==> config.mk <==
export PLATFORM = sky130hd
export DESIGN_NAME = gpr_file_sb
export DESIGN_NICKNAME = d
export VERILOG_FILES = /design/src/rtl/gpr_pkg.sv /design/src/rtl/gpr_scoreboard.sv /design/src/rtl/gpr_file_sb.sv
export SDC_FILE = /design/constraint.sdc
export NUM_CORES = 2
export LEC_CHECK = 0
export BUFFER_PORTS_ARGS = -buffer_cell sky130_fd_sc_hd__buf_2
export CAP_MARGIN = 0
export CORE_MARGIN = 10
export CORE_UTILIZATION = 60
export DETAILED_ROUTE_END_ITERATION = 8
export MAX_ROUTING_LAYER = met4
export PLACE_DENSITY = 0.73
export SYNTH_ARGS = -nofsm -noshare
export SYNTH_HDL_FRONTEND = slang
export SYNTH_SLANG_ARGS = --single-unit
export TNS_END_PERCENT = 5
==> constraint.sdc <==
create_clock -name clk -period 4.5 [get_ports clk]
set_clock_uncertainty 0.2 [all_clocks]
set_input_delay 0.9 -clock clk [delete_from_list [all_inputs] [get_ports clk]]
set_output_delay 0.9 -clock clk [all_outputs]
set_load 0.005 [all_outputs]
==> src/rtl/gpr_pkg.sv <==
// Shared defaults and types for the pipelined GPR file and its busy scoreboard.
package gpr_pkg;
    localparam int XLEN_DEFAULT  = 64;
    localparam int NREGS_DEFAULT = 32;
    localparam int REG_ZERO      = 0;

    typedef logic [$clog2(NREGS_DEFAULT)-1:0] reg_idx_t;
    typedef logic [XLEN_DEFAULT-1:0]          xlen_t;
endpackage

==> src/rtl/gpr_scoreboard.sv <==
// Per-register busy bits: set on issue, cleared on writeback (set wins); yields RAW/WAW hazard terms.
module gpr_scoreboard
    import gpr_pkg::*;
#(
    parameter int NREGS = NREGS_DEFAULT,
    localparam int AW   = $clog2(NREGS)
) (
    input  logic             clk,
    input  logic             rst_n,
    input  logic             iss_fire,
    input  logic [AW-1:0]    iss_rd_id,
    input  logic             iss_use_rs1,
    input  logic             iss_use_rs2,
    input  logic [AW-1:0]    rs1_id,
    input  logic [AW-1:0]    rs2_id,
    input  logic             clr1,
    input  logic             clr2,
    input  logic             wb_en,
    input  logic [AW-1:0]    wb_id,
    output logic             raw1,
    output logic             raw2,
    output logic             waw,
    output logic [NREGS-1:0] busy_vec
);
    localparam logic [AW-1:0] ZERO = AW'(REG_ZERO);

    logic [NREGS-1:0] set_mask, clr_mask;

    // Masks never touch x0, so busy[0] stays clear without special casing.
    always_comb begin
        set_mask = '0;
        clr_mask = '0;
        if (iss_fire && iss_rd_id != ZERO) set_mask[iss_rd_id] = 1'b1;
        if (wb_en && wb_id != ZERO)        clr_mask[wb_id]     = 1'b1;
    end

    always_ff @(posedge clk or negedge rst_n) begin
        if (!rst_n) busy_vec <= '0;
        else        busy_vec <= (busy_vec & ~clr_mask) | set_mask;
    end

    assign raw1 = iss_use_rs1 & busy_vec[rs1_id] & ~clr1;
    assign raw2 = iss_use_rs2 & busy_vec[rs2_id] & ~clr2;
    assign waw  = busy_vec[iss_rd_id] & (iss_rd_id != ZERO) & ~(wb_en & (wb_id == iss_rd_id));
endmodule

==> src/rtl/gpr_file_sb.sv <==
// GPR array with two combinational read ports, one writeback port and a busy scoreboard driving issue stall.
// GPR_BYPASS_EN: forward same-cycle writeback to the read ports and let dependents issue in that cycle.
module gpr_file_sb
    import gpr_pkg::*;
#(
    parameter int XLEN  = XLEN_DEFAULT,
    parameter int NREGS = NREGS_DEFAULT,
    localparam int AW   = $clog2(NREGS)
) (
    input  logic             clk,
    input  logic             rst_n,
    input  logic [AW-1:0]    rs1_id,
    input  logic [AW-1:0]    rs2_id,
    output logic [XLEN-1:0]  rs1_data,
    output logic [XLEN-1:0]  rs2_data,
    input  logic             iss_valid,
    input  logic [AW-1:0]    iss_rd_id,
    input  logic             iss_use_rs1,
    input  logic             iss_use_rs2,
    output logic             iss_stall,
    input  logic             wb_en,
    input  logic [AW-1:0]    wb_id,
    input  logic [XLEN-1:0]  wb_data,
    output logic [NREGS-1:0] busy_vec
);
    localparam logic [AW-1:0] ZERO = AW'(REG_ZERO);

    logic [NREGS-1:0][XLEN-1:0] regs;
    logic                       wb_act;
    logic                       clr1, clr2;
    logic                       raw1, raw2, waw;

    assign wb_act = wb_en & (wb_id != ZERO);

    // regs[0] is never written, so it reads back as zero from reset onward.
    always_ff @(posedge clk or negedge rst_n) begin
        if (!rst_n)      regs <= '0;
        else if (wb_act) regs[wb_id] <= wb_data;
    end

`ifdef GPR_BYPASS_EN
    logic hit1, hit2;
    assign hit1 = wb_act & (wb_id == rs1_id);
    assign hit2 = wb_act & (wb_id == rs2_id);
    assign clr1 = hit1;
    assign clr2 = hit2;
    assign rs1_data = hit1 ? wb_data : regs[rs1_id];
    assign rs2_data = hit2 ? wb_data : regs[rs2_id];
`else
    assign clr1 = 1'b0;
    assign clr2 = 1'b0;
    assign rs1_data = regs[rs1_id];
    assign rs2_data = regs[rs2_id];
`endif

    assign iss_stall = iss_valid & (raw1 | raw2 | waw);

    gpr_scoreboard #(.NREGS(NREGS)) u_sb (
        .clk        (clk),
        .rst_n      (rst_n),
        .iss_fire   (iss_valid & ~iss_stall),
        .iss_rd_id  (iss_rd_id),
        .iss_use_rs1(iss_use_rs1),
        .iss_use_rs2(iss_use_rs2),
        .rs1_id     (rs1_id),
        .rs2_id     (rs2_id),
        .clr1       (clr1),
        .clr2       (clr2),
        .wb_en      (wb_en),
        .wb_id      (wb_id),
        .raw1       (raw1),
        .raw2       (raw2),
        .waw        (waw),
        .busy_vec   (busy_vec)
    );
endmodule

==> results.yml <==
status:
  outcome: "complete, no violations"
timing:
  finalHoldViolations: 0
  rsz0062_at_grt: "no"
  slew_headroom_pct: 23.3
  drv_slew: 0
  setup_viol: 0
  layout_setup_ws_ns: 0.198
  clock.fmax_ghz: 0.232
  min_period_over_period_pct: 95.6
  tightestPinTransition_ns: 1.15
  period_needed_ns: 4.30
  setup_tns_ns: 0
synth:
  yosys.area_share.adder_pct: 0
  synth_top_family_by_area: "multiplexers"
  ys.flop_type: "dfrtp_1"
  synthTopCellsByCount: "dfrtp_1, mux2_2, mux4_2"
  synth.area.mux_share_pct: 47.9
  yosysTopAreaCellShare_pct: 47.5
  synth_area_per_cell_um2: 16.6
  synthArstFlopShare_pct: 100
  synth_compound_area_share_pct: 0.299
  synth_xor_area_share_pct: 0.0400
  seq_area_frac_synth_pct: 47.5
  synth.yosys.warnings: 0
  syn-cell-area_mm2: 0.110
  synth-seq-cells: 2080
  synth_edf_count: 0
  yosys-top-cells-area: "dfrtp_1, mux4_2, mux2_2, clkbuf_1, buf_2"
  synth_cell_type_count: 39
  yosysMostFrequentCell: "dfrtp_1"
  synthCells: 6608
  synth_simple_gate_area_share_pct: 1.20
  yosysTopAreaCell: "dfrtp_1"
  syn_nets: 6698
clock_network:
  cts_htree_levels: 4
  cts.clk_slew.worst_paths_ns: 0.06
  cts_num_sinks: 2080
  post_cts_buffers: 0
  cts_tree: "yes"
  clock_latency_ns: 0.86
  cts-buffers-inserted: 215
  cts-root-buf: "clkbuf_16"
  clk_path_buf_depth: 3
worst_setup_path:
  path_delay_family: "multiplexers"
  crit_fanout: 21
  crit_chain: "buf_8 > buf_12 > buf_12 > mux4_2 > mux4_2 > mux2_2 > buf_2"
  cpPeakStageDelay_ns: 0.53
  crit_type: "in2out"
  timing.critical_path.buf_inv: 4
  rrSetupSlack_ns: 1.60
  endpoint_kind: "primary output"
  arrival_ns: 3.20
  cp_slowest_cell: "mux4_2"
  crit_path_start_kind: "primary input"
  required_ns: 3.40
die:
  die_h_um: 447
  dieWidth_um: 447
  initial_utilization_pct: 60.5
  pin_count: 251
  rows: 156
  core_area_mm2: 0.181
  dieArea_mm2: 0.200
pwr:
  switching_share_pct: 26.6
  powerDensity_mw_per_mm2: 450
  leakagePower_uw: 0.0534
  comb_power_share_pct: 21.1
  p_seq_share_pct: 45.1
  ir_drop_mv: 0.375
  internal-power_uw: 40700
  power_frac_clock_pct: 33.8
  switchingPower_uw: 14800
layout:
  ff_latch_area_mm2: 0.0520
  fin_nets: 6754
  area_delta_synth_final_pct: 12.5
  drive_gt1_share_pct: 63.9
  stdcell_count: 9238
  n_fill_cell: 12100
  multi_input_area_mm2: 0.0544
  finish.utilization_pct: 68.0
  final_area_mm2: 0.123
route:
  final_antenna_net_count: 0
  via_count: 66000
  vias_per_cell: 7.15
  drc_errors: 0
  wl_per_cell_um: 34.6
  drt_iter0_markers: 6949
  first_pass_iters: 5
  drt-total-wl_um: 319000
global_routing:
  antenna_found_initial: 24
  grt_max_degree: 154
  grt_pass1_wl_um: 477000
  grt_pass1_vias: 69500
  grt_overflow: 0
  track_usage_pct: 33.2
placement:
  gp_congestion: 0.870
  dp_hpwl_um: 191000
  dp.cells: 8816
  dpl_cell_area_mm2: 0.116
  dp_slack_ns: 0.195
  portBuffers: 250
run:
  drv_cap: 0
worst_hold_path:
  worstHoldPathType: "reg2reg"
metal layers:
metal,GRT usage (%),wire length [um]
met5,-,0
met4,13.2,14500
met3,5.63,23300
met2,51.7,156000
met1,44.1,126000
worst paths after layout:
check,depth (start not counted),to,start
setup / recovery,7,rs2_data[20],rs2_id[0]
hold / removal,0,regs[18],regs[18]
setup reg to reg,7,u_sb.busy_vec[31],u_sb.busy_vec[23]
hold reg to reg,0,regs[18],regs[18]
max in group asynchronous,3,regs[1930],rst_n
min in group asynchronous,2,regs[826],rst_n
cell type report:
class | count | share of cell area (%)
diodes | 19 | 0.0386
clock buffers | 309 | 5.04
clock inverters | 93 | 1.01
inverters | 4 | 0.0244
multi-input cells | 3731 | 44.2
flip-flops and latches | 2080 | 42.2
well taps | 2370 | 2.41
repair buffers | 632 | 5.07
kinds of logic after synthesis:
kind of cell / count (synthesis)
muxes: 3362
DFF: 2080
buffers and inverters: 797
and+or+nand+nor: 305
AOI/OAI and AO/OA: 59
xor gates and xnor gates: 5
power by group through the flow:
| stage | Clock (uW) | Combinational, uW | Sequential (uW) |
|---|---|---|---|
| after floorplan | 0 | 8790 | 24200 |
| after global routing | 19800 | 12500 | 25400 |
| final | 18800 | 11700 | 25000 |
| after global placement | 0 | 11400 | 24900 |
| after detailed placement | 0 | 11700 | 25200 |
| after CTS | 19000 | 11800 | 24900 |
sequential cells by signal (all words and copies together), names as in the netlist:
name,count
u_sb.busy_vec,32
regs,2048
timing repair:
item,in CTS,in global routing
hold endpoints to repair,48,0
resized for setup,0,0
hold buffers,1,0
cells in the final DEF (no fill, tap or decap), types with 6 or more instances in the layout:
master	netlist	layout
clkinv_2	0	45
buf_2	168	239
bufinv_16	0	24
mux4_2	1304	1304
o21ai_0	17	17
nand2_4	0	15
o21ai_1	30	30
nand4_1	31	31
nor2_4	0	16
buf_12	0	163
nand2_1	222	207
nor3b_1	6	6
nor2_1	19	7
buf_4	12	221
diode_2	0	19
dfrtp_1	2080	2080
buf_8	0	6
clkbuf_8	0	45
clkbuf_1	569	49
mux2_2	2049	2049
clkinvlp_4	0	7
clkbuf_16	0	217
mux2i_1	9	9
worst register-to-register path, cell delays in order (launching register included):
cell and delay (ns):
dfrtp_1 0.47, mux4_2 0.49, mux4_2 0.49, a2bb2oi_1 0.15
nand3_1 0.11, nand2_1 0.35, buf_4 0.35, o21ai_0 0.21
through the flow:
step	power [uW]	hold WS, ns
floorplan	33000	0.241
global placement	36300	0.177
detailed placement	36900	0.184
CTS	55700	0.197
global route	57700	0.206
finish	55500	0.195
Power figures use the tool's default switching activity.
